### config.mk
export PLATFORM = sky130hd
export DESIGN_NAME = dmem_bridge
export DESIGN_NICKNAME = d
export VERILOG_FILES = /design/src/rtl/dmem_bridge_pkg.sv /design/src/rtl/dmem_bridge.sv
export SDC_FILE = /design/constraint.sdc
export NUM_CORES = 1
export LEC_CHECK = 0
export CAP_MARGIN = 20
export CORE_UTILIZATION = 41
export CTS_CLUSTER_SIZE = 40
export DETAILED_ROUTE_END_ITERATION = 12
export PLACE_DENSITY_LB_ADDON = 0.2
export SYNTH_ARGS = -nofsm -noshare
export SYNTH_HDL_FRONTEND = slang
export SYNTH_SLANG_ARGS = --single-unit
### constraint.sdc
create_clock -name clk -period 1.6 [get_ports clk]
set_input_delay 0.4 -clock clk [delete_from_list [all_inputs] [get_ports clk]]
set_output_delay 0.4 -clock clk [all_outputs]
set_load 0.05 [all_outputs]
### src/rtl/dmem_bridge_pkg.sv
// Shared definitions for the data-memory bridge: FSM state encoding and the
// read-data fill value returned when a memory access times out.
package dmem_bridge_pkg;

  typedef enum logic [1:0] {
    IDLE = 2'd0,
    WAIT = 2'd1,
    DONE = 2'd2
  } state_t;

  localparam logic [31:0] TIMEOUT_FILL = 32'hDEAD_BEEF;

endpackage

### src/rtl/dmem_bridge.sv
// Bridges single-cycle core load/store requests onto a req/ack memory port,
// stalling the core until completion. Optional DMEM_BRIDGE_TIMEOUT_EN adds an ack timeout.
module dmem_bridge
  import dmem_bridge_pkg::*;
#(
  parameter int unsigned TIMEOUT_CYCLES = 255
) (
  input  logic        clk,
  input  logic        nrst,
  input  logic        cpu_read,
  input  logic        cpu_write,
  input  logic [31:0] cpu_addr,
  input  logic [31:0] cpu_wdata,
  output logic [31:0] cpu_rdata,
  output logic        stall,
  output logic        mem_req,
  output logic        mem_we,
  output logic [31:0] mem_addr,
  output logic [31:0] mem_wdata,
  input  logic        mem_ack,
  input  logic [31:0] mem_rdata,
  output logic        err_misaligned,
`ifdef DMEM_BRIDGE_TIMEOUT_EN
  output logic        err_timeout,
`endif
  output logic [1:0]  dbg_state
);

  // Memory handshake: mem_req stays high with mem_we/mem_addr/mem_wdata stable
  // from the first WAIT cycle until the cycle mem_ack=1; that cycle completes the
  // transfer. mem_ack seen in any other state is ignored.

  if (TIMEOUT_CYCLES < 1 || TIMEOUT_CYCLES > 65535) begin : g_bad_timeout
    $error("dmem_bridge: TIMEOUT_CYCLES must be in 1..65535");
  end

  state_t state;
  state_t state_nxt;
  logic   req_any;
  logic   aligned;
  logic   accept;
  logic   timeout_hit;

  assign req_any   = cpu_read | cpu_write;
  assign aligned   = (cpu_addr[1:0] == 2'b00);
  assign accept    = (state == IDLE) && req_any && aligned;
  assign dbg_state = state;

`ifdef DMEM_BRIDGE_TIMEOUT_EN
  localparam logic [15:0] TIMEOUT_LAST = 16'(TIMEOUT_CYCLES - 1);
  logic [15:0] wait_cnt;

  // wait_cnt holds the number of WAIT cycles already spent before this one.
  assign timeout_hit = (state == WAIT) && !mem_ack && (wait_cnt == TIMEOUT_LAST);

  always_ff @(posedge clk) begin
    if (nrst) begin
      wait_cnt    <= 16'd0;
      err_timeout <= 1'b0;
    end else begin
      if (accept)
        wait_cnt <= 16'd0;
      else if (state == WAIT)
        wait_cnt <= wait_cnt + 16'd1;
      err_timeout <= timeout_hit;
    end
  end
`else
  assign timeout_hit = 1'b0;
`endif

  always_comb begin
    state_nxt      = state;
    stall          = 1'b0;
    mem_req        = 1'b0;
    err_misaligned = 1'b0;
    case (state)
      IDLE: begin
        if (accept) begin
          state_nxt = WAIT;
          stall     = 1'b1;
        end else if (req_any) begin
          err_misaligned = 1'b1;
        end
      end
      WAIT: begin
        stall   = 1'b1;
        mem_req = 1'b1;
        if (mem_ack || timeout_hit)
          state_nxt = DONE;
      end
      DONE: state_nxt = IDLE;
      default: state_nxt = IDLE;
    endcase
    // Reset overrides everything the core or memory can see this cycle.
    if (nrst) begin
      stall          = 1'b0;
      mem_req        = 1'b0;
      err_misaligned = 1'b0;
    end
  end

  always_ff @(posedge clk) begin
    if (nrst) begin
      state     <= IDLE;
      mem_we    <= 1'b0;
      mem_addr  <= 32'd0;
      mem_wdata <= 32'd0;
      cpu_rdata <= 32'd0;
    end else begin
      state <= state_nxt;
      if (accept) begin
        mem_we    <= cpu_write;
        mem_addr  <= {cpu_addr[31:2], 2'b00};
        mem_wdata <= cpu_wdata;
      end
      if (state == WAIT && !mem_we) begin
        if (mem_ack)
          cpu_rdata <= mem_rdata;
        else if (timeout_hit)
          cpu_rdata <= TIMEOUT_FILL;
      end
    end
  end

endmodule

Word level (Yosys, flattened, before mapping)

Cells that the tools add are included.
W data, S select, Z words.

Input port bits: 101
Output and inout bits: 102
Logic and storage cells: 29
Register bits after elaboration: 97

Bitwise logic cells: 1
Eq/ne operators: 3
Reductions and logical operators: 8
Muxes and demuxes: 12

Operators by type and width:

| cell                 | number |
|---|---|
| $mux W1              | 8 |
| $logic_not A2 Y1     | 2 |
| $mux W2              | 2 |
| $ne A2 B2 Y1 const B | 2 |
| $pmux W2 S2          | 1 |
| $reduce_and A2 Y1    | 2 |
| $logic_and A1 B1 Y1  | 3 |
| $eq A2 B1 Y1 const B | 1 |
| $pmux W1 S2          | 1 |
| $logic_not A1 Y1     | 1 |
| $or A1 B1 Y1         | 1 |

Depth between registers and ports, before layout

Depth in word-level cells: 6
Depth in mapped cells: 6
Gate-level depth less buffers: 3

Worst setup path after synthesis

Ideal clock, no wire load.

Path kind: register -> output
Start: register state[0] (netlist: dbg_state[0])
End: output stall
Slack: -1.084 ns
Buffers on the path: 0
Arrival time: 2.284 ns
Data required time: 1.200 ns
Stages on the path, launching flop included: 4
Cells stage by stage: dfxtp_1 > o21bai_4 > or4_1 > o21ai_0

Longest elaborated chain between the ends: 6
Elaborated cells on any way between the ends: 7
Those cells by class: eq/ne: 1; mux: 3; reduce/logical: 3

RTL lines:

| element                           | RTL line                             | source |
|---|---|---|
| from (decl)                       | dmem_bridge.sv:37                    | `state_t state;` |
| from (signal assigned)            | dmem_bridge.sv:111                   | `state <= state_nxt;` |
| $logic_not A2 Y1                  | dmem_bridge.sv:46, dmem_bridge.sv:77 |  |
| $logic_and A1 B1 Y1 (2 in series) | dmem_bridge.sv:46                    | `assign accept = (state == IDLE) && req_any && aligned;` |
| $mux W1                           | dmem_bridge.sv:79                    | `if (accept) begin` |
| $pmux W1 S2 (*)                   | dmem_bridge.sv:77                    | `case (state)` |
| $mux W1 (*)                       | dmem_bridge.sv:96                    | `if (nrst) begin` |
| to (decl)                         | dmem_bridge.sv:15                    | `output logic stall,` |

Every way passes the cells marked *; elsewhere a longest branch is shown, timed or not.

Worst setup path in the final report

Same ends and word-level chain as after synthesis.

==> metrics.log <==
[metrics] synth warn: 0
[metrics] routed wire length per instance: 15.0 µm
[metrics] initial drt markers: 72
[metrics] Hold Path Class: in2reg
[metrics] post-route fraction of the period consumed by the critical path: 129%
[metrics] cell-internal power: 3980 µW
[metrics] largest buffer count on any clock path: 2
[metrics] Power per Cell Area: 719 nW/µm²
[metrics] number of buffer and inverter instances along the worst setup path: 1
[metrics] post-route DRC violation count: 0
[metrics] # Max-Cap Violations: 0
[metrics] detailed route wirelength on metal3: 934 µm
[metrics] Post-Syn Area: 4140 µm²
[metrics] post-DR vias/cell: 4.76
[metrics] Clock transition at path regs: 0.09 ns
[metrics] Max Used Layer: met4
[metrics] failing checks: negative setup slack
[metrics] ratio of cells with drive above 1 in the final layout: 24.2%
[metrics] clock net sink count: 97
[metrics] Fmax: 484 MHz
[metrics] total number of vias: 3,682
[metrics] leakage power figure: 0.00290 µW
[metrics] total area of sequential cells: 1950 µm²
[metrics] setup slack after layout: -0.466 ns
[metrics] part of the power in the clock network: 26.2%
[metrics] Die Span Y: 103 µm
[metrics] CTS tree: yes
[metrics] wl on met1: 4080 µm
[metrics] antenna cell count: 0
[metrics] detailed-router iteration count before antenna repair: 4
[metrics] required time worst endpoint: 1.20 ns
[metrics] Worst IR Drop VDD: 0.405 mV
[metrics] net switching power: 1570 µW
[metrics] cell family contributing the most delay on the critical path: simple AND/OR/NAND/NOR gates
[metrics] GP Congestion: 0.757
[metrics] via count of the first global-routing pass: 3,668
[metrics] number of ports placed on the die boundary: 203
[metrics] worst skew pair latency: 0.36 ns
[metrics] die area: 10,500 µm²
[metrics] per-instance average area after synthesis: 9.61 µm²
[metrics] status: finished with violations
[metrics] cell type of the slowest stage on the worst timing path: sky130_fd_sc_hd__or4_4
[metrics] Final Net Count: 736
[metrics] maximum fanout along the worst path: 3
[metrics] post-synth top area cell: sky130_fd_sc_hd__dfxtp_1
[metrics] RSZ-0062 raised after global routing: true
[metrics] overflow left after global routing: 0
[metrics] number of standard cells in the layout, taps in and fillers out: 773
[metrics] Critical Path End Type: primary output
[metrics] Post-CTS Hold Fix Bufs: 0
[metrics] FFs w/ async S/R, synth: 0%
[metrics] sequence of cells on the critical path: o21bai_4, or4_4, o21ai_4, buf_12
[metrics] sequential share of the synthesized area: 46.9%
[metrics] Final min period: 2.07 ns
[metrics] chip width: 103 µm
[metrics] area used by multi-input combinational logic: 1980 µm²
[metrics] CTS Root Buffer Type: sky130_fd_sc_hd__clkbuf_8
[metrics] power share of the combinational group: 26.8%
[metrics] post-synth cell types: 21
[metrics] Gate Count Post-Synth: 431
[metrics] first-pass GRT wire length: 17,000 µm
[metrics] Worst Clk Skew: 0.00600 ns
[metrics] cts bufs inserted: 9
[metrics] most frequent cell after synthesis: sky130_fd_sc_hd__nand2b_1
[metrics] number of nets with antenna violations after detailed routing: 0
[metrics] Std-Cell Core Area: 9770 µm²
[metrics] cell count after placement: 749
[metrics] detailed route wirelength on metal2: 6210 µm
[metrics] filler cell count: 641
[metrics] count of port buffers added during placement: 200
[metrics] slowest stage delay, CP: 0.45 ns
[metrics] most common flop cell mapped by yosys: sky130_fd_sc_hd__dfxtp_1
[metrics] initial antenna violation count: 0
[metrics] floorplan row count: 36
[metrics] total power of the final layout: 5550 µW
[metrics] number of flops mapped to enable cells by yosys: 0
[metrics] number of endpoints with negative hold slack in the final report: 0
[metrics] Area Overhead vs Synth: 86.4%
[metrics] crit path kind: reg2out
[metrics] Setup Viol. Count Final: 3
[metrics] arrival time at the worst endpoint: 1.67 ns
[metrics] number of storage elements in the synthesis netlist: 97
[metrics] overall routing resource usage: 21.3%
[metrics] H-tree levels: 3
[metrics] Area contributors post-synth: sky130_fd_sc_hd__dfxtp_1 (47%), sky130_fd_sc_hd__nand2b_1 (19%), sky130_fd_sc_hd__mux2i_1 (15%)
[metrics] Yosys top cell area share: 46.9%
[metrics] portion of total power attributed to sequential cells: 47.0%
[metrics] maximum number of pins on one net before global-route repair: 110
[metrics] list of most frequent post-synthesis cells: sky130_fd_sc_hd__nand2b_1 (126), sky130_fd_sc_hd__dfxtp_1 (97), sky130_fd_sc_hd__nand2_1 (65), sky130_fd_sc_hd__mux2i_1 (63), sky130_fd_sc_hd__a21oi_1 (32)
[metrics] Net Sw Frac: 28.3%
[metrics] detailed placer's ending HPWL: 8600 µm
[metrics] Post-Route Utilization: 79.0%
[metrics] Max Transition Viols Final: 0
[metrics] final wirelength: 11,600 µm
[metrics] Setup crit start kind: flop
[metrics] initial core utilization: 42.4%
==> power by group through the flow <==
| stage | registers [µW] | logic (µW) | clock network, µW |
|---|---|---|---|
| 6_report | 2610 | 1490 | 1460 |
| 5_1_grt | 2620 | 1550 | 1590 |
| 4_1_cts | 2610 | 1440 | 1510 |
| 3_5_place_dp | 2670 | 1440 | 0 |
| 3_3_place_gp | 2660 | 1410 | 0 |
| 2_1_floorplan | 2940 | 381 | 0 |
==> sequential cells by signal, summed over array words and instances, names as in the netlist <==
| name | cells |
|---|---|
| mem_wdata | 32 |
| dbg_state | 2 |
| cpu_rdata | 32 |
| mem_addr | 30 |
| mem_we | 1 |
==> cells in the final DEF (no fill, tap or decap) <==
cell type                         Yosys  final
sky130_fd_sc_hd__clkinv_2             0      3
sky130_fd_sc_hd__o22ai_1              1      1
sky130_fd_sc_hd__clkbuf_8             0     11
sky130_fd_sc_hd__buf_8                0      1
sky130_fd_sc_hd__dlygate4sd2_1        0      2
sky130_fd_sc_hd__dfxtp_1             97     95
sky130_fd_sc_hd__mux2i_1             63     63
sky130_fd_sc_hd__nand2_4              0      1
sky130_fd_sc_hd__o21ai_4              0      2
sky130_fd_sc_hd__clkdlybuf4s50_1      0     95
sky130_fd_sc_hd__dfxtp_2              0      1
sky130_fd_sc_hd__or4_4                0      1
sky130_fd_sc_hd__o21bai_4             1      1
sky130_fd_sc_hd__a21oi_1             32     32
sky130_fd_sc_hd__dlymetal6s2s_1       0      2
sky130_fd_sc_hd__clkbuf_1            12      2
sky130_fd_sc_hd__nor4_4               1      1
sky130_fd_sc_hd__and3_2               1      1
sky130_fd_sc_hd__nand2b_1           126    126
sky130_fd_sc_hd__clkinvlp_4           0      1
sky130_fd_sc_hd__dfxtp_4              0      1
sky130_fd_sc_hd__nor2_4               0      2
sky130_fd_sc_hd__clkbuf_16            0      6
sky130_fd_sc_hd__buf_12               6    109
sky130_fd_sc_hd__buf_6                1      4
sky130_fd_sc_hd__nand4bb_1            1      1
sky130_fd_sc_hd__nand2_1             65     64
sky130_fd_sc_hd__conb_1               1      2
sky130_fd_sc_hd__buf_4                5      8
sky130_fd_sc_hd__and4bb_2             1      1
==> per-layer routing <==
metal	up-vias	global-route usage, %
met4	0	13.2
met5	-	0
met1	1734	21.1
met3	28	7.12
met2	132	38.2
li1	1788	-
==> timing repair <==
item                                    in CTS  in global routing
gates cloned                                 0                  6
endpoints found under the setup margin       3                 14
pin swaps                                    2                  2
resized for setup                            5                  7
setup buffers                                1                  1
==> cell type report <==
cell class / count / area share (%)
Timing Repair Buffer: 227 / 44.6
Multi-Input combinational cell: 299 / 25.7
Sequential cell: 97 / 25.2
Tap cell: 133 / 2.15
Clock buffer: 13 / 2.06
Clock inverter: 3 / 0.194
Inverter: 1 / 0.0972
==> stage by stage <==
| step | worst slack, ns | cell area (µm²) | setup TNS (ns) | hold WS (ns) |
|---|---|---|---|---|
| floorplan | -0.206 | 4220 | -0.250 | 0.505 |
| global placement | -0.637 | 7350 | -17.80 | 0.480 |
| detailed placement | -0.641 | 7350 | -21.55 | 0.485 |
| CTS | -0.484 | 7540 | -0.734 | 0.454 |
| global route | -0.519 | 7720 | -0.833 | 0.437 |
| finish | -0.466 | 7720 | -0.649 | 0.424 |
==> cells by family (layout without fill, tap and decap cells) <==
| logic type | count (synthesis) | in the layout | share of synthesized area [%] |
|---|---|---|---|
| flip-flops | 97 | 97 | 46.9 |
| AO/OA/AOI/OAI | 36 | 36 | 4.71 |
| AND/OR/NAND/NOR | 198 | 198 | 26.5 |
| other | 1 | 2 | 0.0905 |
| multiplexers | 63 | 63 | 15.2 |
| buffers and inverters | 36 | 244 | 6.58 |
==> final timing paths <==
path                                     from  slack, ns             to  cells past startpoint
worst max-delay path             dbg_state[0]      -0.47          stall                      4
worst min-delay path              cpu_addr[0]       0.42   dbg_state[0]                      3
worst max register to register   dbg_state[1]       0.07   mem_addr[26]                      7
worst min register to register  cpu_rdata[31]       0.50  cpu_rdata[31]                      2
==> worst reg2reg max path: stages, from the launching register on <==
cell	delay [ns]
sky130_fd_sc_hd__dfxtp_2	0.33
sky130_fd_sc_hd__buf_6	0.12
sky130_fd_sc_hd__buf_6	0.12
sky130_fd_sc_hd__nor4_4	0.20
sky130_fd_sc_hd__buf_4	0.19
sky130_fd_sc_hd__clkbuf_16	0.16
sky130_fd_sc_hd__buf_12	0.12
sky130_fd_sc_hd__mux2i_1	0.21
Note: power is estimated with default switching activity, not from simulation.
